### config.mk
export PLATFORM = sky130hd
export DESIGN_NAME = shifter_seq_flat
export DESIGN_NICKNAME = d
export VERILOG_FILES = /design/src/rtl/shifter_seq_if.sv /design/src/rtl/shifter_seq.sv /design/src/flat_wrapper.sv
export SDC_FILE = /design/constraint.sdc
export NUM_CORES = 1
export LEC_CHECK = 0
export BUFFER_PORTS_ARGS = -buffer_cell sky130_fd_sc_hd__buf_2
export CAP_MARGIN = 20
export CORE_ASPECT_RATIO = 1.1
export CORE_MARGIN = 3
export CORE_UTILIZATION = 40
export DETAILED_ROUTE_END_ITERATION = 16
export PLACE_DENSITY_LB_ADDON = 0.2
export SYNTH_ARGS = -nofsm -noshare
export SYNTH_HDL_FRONTEND = slang
export SYNTH_SLANG_ARGS = --single-unit
export TNS_END_PERCENT = 30
### constraint.sdc
create_clock -name clk -period 2.45 [get_ports clk]
set_clock_uncertainty 0.05 [all_clocks]
set_input_delay 0.245 -clock clk [delete_from_list [all_inputs] [get_ports clk]]
set_output_delay 0.245 -clock clk [all_outputs]
set_load 0.02 [all_outputs]
### src/rtl/shifter_seq_if.sv
// Request/result handshake bundle for shifter_seq.
// master drives requests and out_ready; slave (the unit) drives in_ready and results.
interface shifter_seq_if #(
   parameter int WIDTH = 16,
   parameter int SW    = $clog2(WIDTH)
);
   logic             in_valid;
   logic             in_ready;
   logic [2:0]       in_op;
   logic [WIDTH-1:0] in_data;
   logic [SW-1:0]    in_shamt;
   logic             out_valid;
   logic             out_ready;
   logic [WIDTH-1:0] out_data;
   logic             out_err;

   modport master (
      output in_valid, in_op, in_data, in_shamt, out_ready,
      input  in_ready, out_valid, out_data, out_err
   );

   modport slave (
      input  in_valid, in_op, in_data, in_shamt, out_ready,
      output in_ready, out_valid, out_data, out_err
   );
endinterface

### src/rtl/shifter_seq.sv
// Multi-cycle shift/rotate unit: at most STEP positions per cycle, valid/ready on both sides.
// Ports: clk, rst (sync, active-high), bus (shifter_seq_if.slave: request in, result out).
module shifter_seq #(
   parameter int WIDTH = 16,
   parameter int STEP  = 4,
   parameter int SW    = $clog2(WIDTH)
) (
   input logic         clk,
   input logic         rst,
   shifter_seq_if.slave bus
);
   localparam int RW = SW + 1;
   localparam logic [RW-1:0] STEP_R = RW'(STEP);

   localparam logic [2:0] OP_SLL = 3'b000;
   localparam logic [2:0] OP_SRA = 3'b001;
   localparam logic [2:0] OP_ROR = 3'b010;
   localparam logic [2:0] OP_SRL = 3'b011;
   localparam logic [2:0] OP_ROL = 3'b100;

   typedef enum logic [1:0] {IDLE, SHIFT, DONE} state_t;

   state_t           state;
   logic [2:0]       op;
   logic [WIDTH-1:0] data;
   logic [RW-1:0]    remaining;
   logic             err;
   logic             valid_q;

   logic [RW-1:0]    k;
   logic [WIDTH-1:0] step_data;
   logic             illegal;
   logic             accept;

   assign illegal = bus.in_op > OP_ROL;

   assign bus.in_ready = !rst &&
      (state == IDLE || (state == DONE && bus.out_ready));
   assign accept = bus.in_valid && bus.in_ready;

   assign bus.out_valid = valid_q;
   assign bus.out_data  = data;
   assign bus.out_err   = err;

   assign k = (remaining > STEP_R) ? STEP_R : remaining;

   // One candidate per shift distance 1..STEP, selected by k;
   // k == 0 leaves data untouched.
   always_comb begin
      step_data = data;
      for (int j = 1; j <= STEP; j++) begin
         if (k == RW'(j)) begin
            case (op)
               OP_SLL: step_data = data << j;
               OP_SRL: step_data = data >> j;
               OP_SRA: step_data = WIDTH'($signed(data) >>> j);
               OP_ROR: step_data = (data >> j) | (data << (WIDTH - j));
               OP_ROL: step_data = (data << j) | (data >> (WIDTH - j));
               default: step_data = data;
            endcase
         end
      end
   end

   always_ff @(posedge clk) begin
      if (rst) begin
         state     <= IDLE;
         op        <= '0;
         data      <= '0;
         remaining <= '0;
         err       <= 1'b0;
         valid_q   <= 1'b0;
      end else if (accept) begin
         op        <= bus.in_op;
         data      <= bus.in_data;
         err       <= illegal;
         remaining <= illegal ? '0 : {1'b0, bus.in_shamt};
         if (illegal || bus.in_shamt == '0) begin
            state   <= DONE;
            valid_q <= 1'b1;
         end else begin
            state   <= SHIFT;
            valid_q <= 1'b0;
         end
      end else begin
         unique case (state)
            IDLE: ;
            SHIFT: begin
               data      <= step_data;
               remaining <= remaining - k;
               if (remaining == k) begin
                  state   <= DONE;
                  valid_q <= 1'b1;
               end
            end
            DONE: begin
               if (bus.out_ready) begin
                  state   <= IDLE;
                  valid_q <= 1'b0;
               end
            end
            default: begin
               state   <= IDLE;
               valid_q <= 1'b0;
            end
         endcase
      end
   end
endmodule

### src/flat_wrapper.sv
// flat-port wrapper written by rule: the top's interface ports become plain ports
module shifter_seq_flat 
#(
   parameter int WIDTH = 16,
   parameter int STEP  = 4,
   parameter int SW    = $clog2(WIDTH)
)
  (clk, rst, bus_in_valid, bus_in_op, bus_in_data, bus_in_shamt, bus_out_ready, bus_in_ready, bus_out_valid, bus_out_data, bus_out_err);
  shifter_seq_if #(.WIDTH(WIDTH), .SW(SW)) bus_i ();
  input logic clk;
  input logic rst;
  input wire logic [$bits(bus_i.in_valid)-1:0] bus_in_valid;
  input wire logic [$bits(bus_i.in_op)-1:0] bus_in_op;
  input wire logic [$bits(bus_i.in_data)-1:0] bus_in_data;
  input wire logic [$bits(bus_i.in_shamt)-1:0] bus_in_shamt;
  input wire logic [$bits(bus_i.out_ready)-1:0] bus_out_ready;
  output wire logic [$bits(bus_i.in_ready)-1:0] bus_in_ready;
  output wire logic [$bits(bus_i.out_valid)-1:0] bus_out_valid;
  output wire logic [$bits(bus_i.out_data)-1:0] bus_out_data;
  output wire logic [$bits(bus_i.out_err)-1:0] bus_out_err;
  assign bus_i.in_valid = bus_in_valid;
  assign bus_i.in_op = bus_in_op;
  assign bus_i.in_data = bus_in_data;
  assign bus_i.in_shamt = bus_in_shamt;
  assign bus_i.out_ready = bus_out_ready;
  assign bus_in_ready = bus_i.in_ready;
  assign bus_out_valid = bus_i.out_valid;
  assign bus_out_data = bus_i.out_data;
  assign bus_out_err = bus_i.out_err;
  shifter_seq #(.WIDTH(WIDTH), .STEP(STEP), .SW(SW)) u_core (.clk(clk), .rst(rst), .bus(bus_i));
endmodule
# Yosys cells after proc, flatten, opt, wreduce, memory -nomap -nowiden
# Cells that the tools add are included.
# Widths: inputs -> output; s select.
[totals]
mem_count = 0
ff_bits = 28
ram_bits = 0
out_inout_bits = 19
mem_bits_ro = 0
input_bits = 27
latchBits = 0
[op_classes]
bitwise_logic = 8
add_sub_neg = 1
magnitude_cmp = 2
shift = 0
reduce_logical = 14
mul = 0
n_mux = 24
n_div = 0
n_eq_ne = 26
[op_table]
columns = ["operator", "count"]
rows = [
  ["$pmux 16 s5", 4],
  ["$mux 16", 6],
  ["$ne 7x6->1 const B", 4],
  ["$ne 6x5->1 const B", 4],
  ["$or 12x16->16", 1],
  ["$or 13x16->16", 1],
  ["$or 14x16->16", 1],
  ["$or 15x16->16", 1],
  ["$or 16x1->16", 1],
  ["$or 16x2->16", 1],
  ["$or 16x3->16", 1],
  ["$or 16x4->16", 1],
  ["$mux 5", 3],
  ["$ne 3x2->1 const B", 5],
  ["$eq 5x2->1 const B", 2],
  ["$reduce_and 10->1", 1],
  ["$mux 2", 4],
  ["$eq 3x2->1 const B", 2],
  ["$pmux 2 s3", 1],
  ["$reduce_and 6->1", 1],
  ["$eq 5x1->1 const B", 1],
  ["$eq 5x3->1 const B", 1],
  ["$eq 5x5->1", 1],
  ["$gt 5x3->1 const B", 1],
  ["other kinds (20)", 26],
]

# Depth between registers and ports, before layout
# Gate-level depths: netlist (run 1).
[depth]
ltp_word = 9
depth_mapped = 9
mapped_depth_nobuf = 6

# Worst setup path before layout (run 1)
# No wires, ideal clock.
[synth_timing]
path_kind = "reg2reg"
startpoint = "register u_core.remaining[4]"
endpoint = "register u_core.remaining[2]"
setup_time_ns = 0.140
arrival_time_ns = 1.793
path_slack_ns = 0.467
period_less_slack_ns = 1.983
stages_incl_launch_ff = 9
t_required_ns = 2.260
n_path_buf = 2
cell_sequence = "dfxtp_1 > or3_1 > clkbuf_1 > buf_6 > nand2_1 > ha_1 > or4_1 > a31oi_1 > a2111oi_0"
[synth_between]
elab_chain_len = 5
[synth_rtl]
columns = ["element", "line", "text"]
rows = [
  ["start, declared", "shifter_seq.sv:26", "logic [RW-1:0] remaining;"],
  ["start signal, assigned", "shifter_seq.sv:77", "remaining <= illegal ? '0 : {1'b0, bus.in_shamt};"],
  ["start signal, assigned", "shifter_seq.sv:90", "remaining <= remaining - k;"],
  ["$gt 5x3->1", "shifter_seq.sv:45", "assign k = (remaining > STEP_R) ? STEP_R : remaining;"],
  ["$mux 5", "shifter_seq.sv:45", ""],
  ["$sub 5x5->5", "shifter_seq.sv:90", ""],
  ["$mux 5", "shifter_seq.sv:86", "unique case (state)"],
  ["$mux 5", "shifter_seq.sv:73", "end else if (accept) begin"],
]
# No other way between the ends. The select of a mux whose other input is x is not followed.
# A chain may end at the register's enable or synchronous reset.

# Final worst setup path (run 1)
[layout_timing]
startpoint = "register u_core.state[0]"
endpoint = "register u_core.data[8], in the netlist u_core.bus.out_data[8]"
[layout_between]
elab_chain_len = 7
[layout_rtl]
columns = ["element", "line", "text"]
rows = [
  ["start, declared", "shifter_seq.sv:23", "state_t state;"],
  ["start signal, assigned", "shifter_seq.sv:67", "state <= IDLE;"],
  ["start signal, assigned", "shifter_seq.sv:79", "state <= DONE;"],
  ["start signal, assigned", "shifter_seq.sv:82", "state <= SHIFT;"],
  ["$eq 2x2->1", "shifter_seq.sv:38", "(state == IDLE || (state == DONE && bus.out_ready));"],
  ["$logic_and 1x1->1", "shifter_seq.sv:38", ""],
  ["$logic_or 1x1->1", "shifter_seq.sv:38", ""],
  ["$logic_and 1x1->1", "shifter_seq.sv:37", "assign bus.in_ready = !rst &&"],
  ["$logic_and 1x1->1", "shifter_seq.sv:39", "assign accept = bus.in_valid && bus.in_ready;"],
  ["$ne 7x6->1 (no line) (tied with other cells)", "n/a", ""],
  ["$reduce_and 6->1 (no line)", "n/a", ""],
  ["end signal, assigned", "shifter_seq.sv:75", "data <= bus.in_data;"],
  ["end signal, assigned", "shifter_seq.sv:89", "data <= step_data;"],
  ["end, declared", "shifter_seq.sv:25", "logic [WIDTH-1:0] data;"],
]
# Several ways; a longest one is shown, not always the timed one.

==> flow_summary.toml, run 1 <==
[status]
status = "complete, no violations"

[drt]
routed_wl_um = 7650
drt_pass1_iterations = 5
wl_per_cell_um = 18.1
drc = 0
vias_per_cell = 6.42
ant_nets = 0
vias = 2716
drt_iter0_markers = 377

[final_layout]
seq_area_um2 = 541
antenna-diode-count = 0
layoutNonFillerInstCount = 423
multi_input_area_um2 = 1600
layout-drive-gt1-share_pct = 25.7
final_util_pct = 45.3
nFillCells = 612
nNetsFinal = 375
final_area_um2 = 2630
syn_to_final_growth_pct = 8.97

[critical_path]
crit_family = "compound AO/OA/AOI/OAI gates"
crit_chain = "nand2b_1, o31ai_2, nor4_1, o32ai_1"
crit_slowest_cell = "o31ai_2"
critPathRequiredTime_ps = 2600
critPathBufInv = 0
crit_type = "reg -> reg"
crit_fanout = 10
cp.arrival_ps = 2150
endpoint_kind = "register"
worstSetupStartpointType = "register"
slowest_delay_ps = 780

[sta]
worst_pin_slew_ps = 907
setup_viol = 0
postLayoutSetupSlackWorst_ps = 456
rsz0062_at_grt = "no"
post-route-period-util_pct = 81.4
setup_tns_ps = 0
slew_headroom_pct = 39.2
clock.fmax_mhz = 501
timing.hold.ws_ps = 90.3
fin_crit_ps = 1990
hold_viol = 0
maxSlewViolCount = 0

[power_and_ir_drop]
p_sw_mw = 0.517
switching_share_pct = 40.5
ir_drop_mv = 0.238
pwr_density_cell_nw_per_um2 = 485
power_mw = 1.27
p_leak_nw = 0.949
p_comb_share_pct = 36.3
p_seq_share_pct = 41.1
intPower_mw = 0.758
pwr-share-clk_pct = 22.6

[clock_network]
postCtsHoldBufs = 0
post_cts_buffers = 0
cts_num_sinks = 27
cts-htree-levels = 1
cts_tree = "done"
cts_made_buffers = 3
ctsResizeCount = 0
clockBufferDepth = 2
clock_tree.root_cell = "clkbuf_8"
clk_latency_ps = 290
path_clk_slew_ps = 120

[synthesis]
synthCells = 312
ys_ff_latch = 27
synth-adder-area-share_pct = 0.519
ys.flop_type = "dfxtp_1"
synth_top_family_by_area = "compound AO/OA/AOI/OAI gates"
synth_area_per_cell_um2 = 7.73
synth_sequential_area_ratio_pct = 22.4
ys_warn_count = 0
synth_xor_area_share_pct = 0
yosysUniqueCellTypes = 68
synthArstFlopShare_pct = 0
yosysTopAreaCell = "dfxtp_1"
synth_edf_count = 0
syn-num-nets = 340
synthSimpleGateAreaFrac_pct = 24.7
synth.area.mux_share_pct = 1.66
synthesis.area_um2 = 2410
synth_compound_area_share_pct = 39.5
synthTopCellsByArea = "dfxtp_1 22%, a21oi_1 11%, nand2_1 6.7%"
yosysTopAreaCellShare_pct = 22.4

[placement]
globalplace.congestion = 0.944
place.port_buffers = 45
hpwlAfterDp_um = 5530
place_ws_ps = 516
place_inst = 419
dpl_cell_area_um2 = 2580

[die]
die_area_um2 = 7000
io_pins = 46
placeableCoreArea_um2 = 5810
fp.dieH_um = 87.5
initial_core_util_pct = 41.6
die_w_um = 80.0
num_rows = 29

[global_routing]
track_usage_pct = 21.9
grt-ovfl-total = 0
antenna_found_initial = 0
grt_pass1_vias = 2507
grt_max_degree = 26
grt_pass1_wl_um = 12200

[flow_run]
drv_cap = 0

[worst_hold_path]
hp-class = "in -> reg"
[registers in the layout (all words and copies together), names as in the netlist]
name	count
u_core.bus.out_err	1
u_core.op	3
u_core.state	2
u_core.remaining	5
u_core.bus.out_data	16
[placed cells by master, fill, tap and decap left out, types with 4 or more instances in the layout]
cell type  count
buf_2         45
nand2_1       43
nand2_2        5
a211oi_2       4
nor2_2         4
a31oi_1       12
o32ai_1        4
dfxtp_1       27
nand3_1       10
buf_4         11
a32oi_1        9
mux2i_1        4
nand4_1        4
a211oi_1       5
nor2_1        16
o21ai_0       14
nor4_1         4
a21oi_1       53
[power groups by stage]
stage | registers [mW] | clock network (mW) | logic [mW]
2_1_floorplan | 0.534 | 0 | 0.355
3_3_place_gp | 0.532 | 0 | 0.456
3_5_place_dp | 0.532 | 0 | 0.456
4_1_cts | 0.522 | 0.295 | 0.457
5_1_grt | 0.529 | 0.306 | 0.504
6_report | 0.524 | 0.288 | 0.463
[kinds of logic (layout without fill, tap and decap cells)]
family          Yosys count  after routing
buf+inv                  30             64
fa+ha+maj                 1              1
flops                    27             27
compound gates          139            139
simple gates            110            110
mux                       4              4
other cells               1              1
[worst reg2reg max path: stages, from the launching register on]
cell and delay [ps]:
dfxtp_1 360, nand2b_1 280, o31ai_2 780, nor4_1 160, o32ai_1 280
[cell usage after synthesis, drive strengths merged, types with 3 or more instances]
library cell and instances:
o211ai 3, clkbuf 5, nor2 20, a31oi 12, o22ai 3, o21ai 17, nand4 4, a21oi 54
buf 22, o32ai 4, nor3 5, a211oi 9, a221oi 4, nor4 5, a32oi 9, a211o 4
nand3 10, nand2 50, mux2i 4, nor2b 3, dfxtp 27, nand2b 3
[routing by layer]
| layer | share of wire, % | track usage (%) | vias to the layer above |
|---|---|---|---|
| met5 | 0 | 0 | - |
| met4 | 2.3 | 9.06 | 0 |
| met3 | 8.5 | 2.90 | 27 |
| met2 | 49 | 38.5 | 160 |
| met1 | 40 | 26.8 | 1264 |
| li1 | - | - | 1265 |
[worst paths after layout]
path / start / end / slack (ps) / cells after the start
setup / recovery: u_core.state[0] / u_core.bus.out_data[8] / 460 / 4
hold / removal: bus_in_op[1] / u_core.op[1] / 90 / 3
setup reg to reg: u_core.state[0] / u_core.bus.out_data[8] / 460 / 4
hold reg to reg: u_core.bus.out_err / u_core.bus.out_err / 460 / 2
[final cells by class]
class                      instances  area share, %
tap                               77           3.66
timing repair buffer              57           12.5
multi-input combinational        255           61.0
clock inverter                     1          0.286
inverter                           3          0.428
sequential                        27           20.6
clock buffer                       3           1.57
No activity file was read; power rests on OpenSTA's default activity.
==> inputs of run 2 (changes only) <==
==> constraint.sdc (replaced) <==
create_clock -name clk -period 1.6 [get_ports clk]
set_clock_uncertainty 0.05 [all_clocks]
set_input_delay 0.16 -clock clk [delete_from_list [all_inputs] [get_ports clk]]
set_output_delay 0.16 -clock clk [all_outputs]
set_load 0.02 [all_outputs]
==> run 2 against run 1 <==
Net effect: the flow now finishes with violations (negative setup slack); sequential share of layout area decreased by 5.2 points; register-to-register slack got worse by 600 ps; non-clock buffer count is 78 higher; sequential power up 51%; count of clock-buffer cells in the layout unchanged; combinational power is 150% higher; routed wire length increased by 26%; via count rose by 15%; critical path type unchanged; die area unchanged; total power grew 87%.
==> flow_summary.toml, run 2 (same netlist as run 1, synthesis figures left out) <==
[power_and_ir_drop]
power_mw = 2.39
ir_drop_mv = 0.500
p_leak_nw = 1.42
pwr_density_cell_nw_per_um2 = 653

[final_layout]
syn_to_final_growth_pct = 51.5
nFillCells = 529
layout-drive-gt1-share_pct = 51.6
antenna-diode-count = 0
layoutNonFillerInstCount = 503
largest_register_ffs = 16
nNetsFinal = 455
multi_input_area_um2 = 1920
seq_area_um2 = 561
final_cell_mix = "66 x buf_4, 46 x a21oi_1, 45 x buf_2, 36 x nand2_1, 21 x buf_6"
final_common_cell = "buf_4"

[critical_path]
crit_family = "compound AO/OA/AOI/OAI gates"
critPathBufInv = 1
crit_chain = "buf_6, o21bai_4, nand2_2, a32o_2, a211o_1, a211oi_2"
crit_slowest_cell = "dfxtp_2"
crit_type = "reg -> reg"
crit_fanout = 7
worst-r2r-setup-slack_ps = -140
critPathRequiredTime_ps = 1780
endpoint_kind = "register"
worstSetupStartpointType = "register"
cp.arrival_ps = 1920
slowest_delay_ps = 360

[die]
die_area_um2 = 7000
num_rows = 29
die_w_um = 80.0
io_pins = 46
placeableCoreArea_um2 = 5810
fp.dieH_um = 87.5
initial_core_util_pct = 41.6

[clock_network]
clock_tree.root_cell = "clkbuf_8"
path_clk_slew_ps = 110
cts_made_buffers = 3
cts-htree-levels = 1
cts_num_sinks = 27
postCtsHoldBufs = 0
cts_tree = "done"
clk_latency_ps = 300
clockBufferDepth = 2

[sta]
clock.fmax_mhz = 575
rsz0062_at_grt = "yes"
setup_viol = 16
fin_crit_ps = 1740
hold_viol = 0
postLayoutSetupSlackWorst_ps = -139
post-route-period-util_pct = 109
maxSlewViolCount = 0

[worst_hold_path]
hp-class = "in -> reg"

[global_routing]
grt_max_degree = 18
grt_use_met1_pct = 33.4
antenna_found_initial = 0
track_usage_pct = 27.6
met3_usage_pct = 3.31
grt_pass1_vias = 2956
grt_pass1_wl_um = 15000
grtUsageMet2_pct = 49.2
busiest_layer = "met2"
grt-ovfl-total = 0

[placement]
place.port_buffers = 45
hpwlAfterDp_um = 6610
place_inst = 483
globalplace.congestion = 0.959

[status]
violations = "negative setup slack"
status = "complete, but fails checks"

[drt]
ant_nets = 0
drc = 0
vias = 3134
vias_per_cell = 6.23
routed_wl_um = 9630
wl_per_cell_um = 19.1
drt_iter0_markers = 301
drt_pass1_iterations = 5

[flow_run]
drv_cap = 0
## run 2: cell types whose count changed in the layout (fill, tap and decap cells not counted), moves of 5 or more
cell,before,now
dfxtp_1,27,19
nand2_2,5,10
a21oi_2,1,7
buf_4,11,66
buf_6,0,21
a21oi_1,53,46
nand2_1,43,36
## run 2: layout make-up
class,count,share of cell area [%]
clock buffer,3,1.13
clock inverter,1,0.137
inverter,3,0.308
multi-input combinational,257,52.6
sequential,27,15.3
tap,77,2.64
timing repair buffer,135,27.8
## run 2: through the flow
| stage | cell area (um^2) | setup TNS (ps) | setup WS (ps) | hold WS (ps) | util, % |
|---|---|---|---|---|---|
| 2_1_floorplan | 2440 | -344 | -64.6 | 209 | - |
| 4_1_cts | 3450 | -1240 | -99.9 | 3.11 | 59.4 |
| 3_5_place_dp | 3090 | -2690 | -238 | 312 | 53.3 |
| 6_report | 3650 | -1190 | -139 | 1.11 | 63.0 |
| 3_3_place_gp | 3090 | -2250 | -169 | 312 | 53.3 |
| 5_1_grt | 3650 | -2450 | -220 | 15.3 | 63.0 |
## run 2: repair_timing
action                                  4_1_cts  5_1_grt
setup buffers                                 9        5
cloned                                        2        0
pin swaps                                    18       20
endpoints found under the setup margin       18       20
resized for setup                            46       42
## run 2: tightest hold or removal path: cells and delay by family
| kind | cells | cell delay, ps |
|---|---|---|
| and+or+nand+nor | 2 | 80 |
| buffers and inverters | 1 | 80 |
## run 2: where the power goes
part	total, mW	switching [mW]	internal, mW
sequential	0.793	0.0775	0.716
combinational	1.15	0.616	0.536
clock	0.441	0.264	0.177
## run 2: worst paths after layout
path / startpoint / to / cells past startpoint
worst max-delay path: u_core.op[0] / u_core.bus.out_data[4] / 6
worst min-delay path: bus_in_op[1] / u_core.op[1] / 3
worst max register to register: u_core.op[0] / u_core.bus.out_data[4] / 6
worst min register to register: u_core.bus.out_err / u_core.bus.out_err / 2
## run 2: per-layer routing
metal / up-vias / part of all wire, % / wire length, um
met2: 184 / 51 / 4870
li1: 1437 / - / -
met3: 36 / 7.4 / 711
met5: - / 0 / 0
met1: 1477 / 39 / 3740
met4: 0 / 3.2 / 311
==> inputs of run 3 (changes only) <==
--- a/config.mk
+++ b/config.mk
@@ -12,6 +12,7 @@
 export CORE_UTILIZATION = 40
 export DETAILED_ROUTE_END_ITERATION = 16
 export PLACE_DENSITY_LB_ADDON = 0.2
+export RECOVER_POWER = 100
 export SYNTH_ARGS = -nofsm -noshare
 export SYNTH_HDL_FRONTEND = slang
 export SYNTH_SLANG_ARGS = --single-unit
==> run 3 against run 2 <==
Net effect: the flow still finishes with violations (negative setup slack); clock power hardly changed; total power is 0.45% lower; core utilization is 0.39 points lower; design area is 0.62% lower; routed wire length is 0.10% higher; hold slack better by 0.86 ps; first-iteration DRC count is 6.0% lower; count of clock-buffer cells in the layout stayed put; worst setup slack worse by 17 ps; largest cell class unchanged.
==> flow_summary.toml, run 3 (same netlist as run 1, synthesis figures left out) <==
[flow_run]
drv_cap = 0

[critical_path]
r2r-end = "u_core.bus.out_data[4]"
worst-r2r-setup-slack_ps = -160
crit_slowest_cell = "dfxtp_2"
r2r_start = "u_core.op[0]"
critPathRequiredTime_ps = 1770
worstSetupStartpoint = "u_core.op[0]"
crit_fanout = 7
ff2ff_path_depth = 6
slowest_delay_ps = 360
endpoint_kind = "register"
cp.arrival_ps = 1930
crit_chain = "buf_6, o21bai_4, nand2_2, a32o_2, a211o_1, a211oi_2"
crit_type = "reg -> reg"
worstSetupStartpointType = "register"

[drt]
vias = 3138
drt_pass1_iterations = 5
vias_per_cell = 6.24
wl_per_cell_um = 19.2
ant_nets = 0
routed_wl_um = 9640
drc = 0
drt_iter0_markers = 283

[clock_network]
clk_latency_ps = 300
cts_tree = "done"
path_clk_slew_ps = 110
cts_made_buffers = 3
clockBufferDepth = 2
clock_tree.root_cell = "clkbuf_8"
cts-htree-levels = 1
postCtsHoldBufs = 0
cts_num_sinks = 27

[global_routing]
grt-ovfl-total = 0
antenna_found_initial = 0
track_usage_pct = 27.6
grt_pass1_wl_um = 15000
grt_pass1_vias = 2956
grt_max_degree = 18

[die]
num_rows = 29
die_w_um = 80.0
die_area_um2 = 7000
io_pins = 46
initial_core_util_pct = 41.6
fp.dieH_um = 87.5
placeableCoreArea_um2 = 5810

[placement]
place_ws_ps = -238
dpl_cell_area_um2 = 3090
globalplace.congestion = 0.959
place.port_buffers = 45
hpwlAfterDp_um = 6610

[sta]
fin_crit_ps = 1760
hold_viol = 0
setup_viol = 16
rsz0062_at_grt = "yes"
postLayoutSetupSlackWorst_ps = -156
clock.fmax_mhz = 569
post-route-period-util_pct = 110
maxSlewViolCount = 0

[final_layout]
final_cell_mix = "66 x buf_4, 46 x a21oi_1, 36 x nand2_1, 27 x buf_2, 21 x buf_6"
layout-drive-gt1-share_pct = 47.4
seq_area_um2 = 561
nNetsFinal = 455
final_area_um2 = 3630
multi_input_area_um2 = 1920
syn_to_final_growth_pct = 50.6
antenna-diode-count = 0
largest_register_ffs = 16
final_common_cell = "buf_4"
nFillCells = 539

[power_and_ir_drop]
p_leak_nw = 1.35
ir_drop_mv = 0.502
pwr_density_cell_nw_per_um2 = 654

[status]
status = "complete, but fails checks"
violations = "negative setup slack"

[worst_hold_path]
hp-class = "in -> reg"
hold_end = "u_core.op[1]"
worstHoldPathCells = 3
min_from = "bus_in_op[1]"
## run 3: cell type report
class	count	area share [%]
timing repair buffer	135	27.4
sequential	27	15.4
clock inverter	1	0.138
multi-input combinational	257	52.9
tap	77	2.65
clock buffer	3	1.14
inverter	3	0.310
## run 3: worst max-delay path by stage
stage	endpoint	slack (ps)	cells after the start
floorplan	u_core.bus.out_data[3]	-60	8
global placement	u_core.bus.out_data[4]	-170	6
detailed placement	u_core.bus.out_data[8]	-240	7
CTS	u_core.bus.out_data[8]	-100	7
global route	u_core.bus.out_data[13]	-220	7
finish	u_core.bus.out_data[4]	-160	6
## run 3: power breakdown
group	internal, mW	leakage, nW	total, mW	switching (mW)
clock network	0.176	0.0255	0.439	0.262
logic	0.528	1.10	1.14	0.617
registers	0.716	0.225	0.792	0.0764
## run 3: layer usage
metal,GRT usage (%),routed length [um]
met5,0,0
met4,10.8,370
met3,3.31,808
met2,49.2,4820
met1,33.4,3640
## run 3: repair_timing
item | CTS | global route
setup buffers | 9 | 5
endpoints found under the setup margin | 18 | 20
gates resized for setup | 46 | 42
pin swaps | 18 | 20
gates cloned | 2 | 0
hold endpoints to repair | 0 | 0
## run 3: through the flow
| step | TNS [ps] | hold WS [ps] | utilization [%] | cells | total power [mW] |
|---|---|---|---|---|---|
| finish | -1260 | 1.97 | 62.6 | 503 | 2.38 |
| global placement | -2250 | 312 | 53.3 | 483 | 1.69 |
| floorplan | -344 | 209 | - | 312 | 1.37 |
| CTS | -1240 | 3.11 | 59.4 | 498 | 2.27 |
| detailed placement | -2690 | 312 | 53.3 | 483 | 1.70 |
| global route | -2460 | 15.3 | 62.6 | 503 | 2.48 |
## run 3: worst max-delay path: cells and delay by family (launching register included)
family	cells	cell delay, ps
buffers and inverters	1	130
AOI/OAI and AO/OA	4	1040
and+or+nand+nor	1	100
DFF	1	360
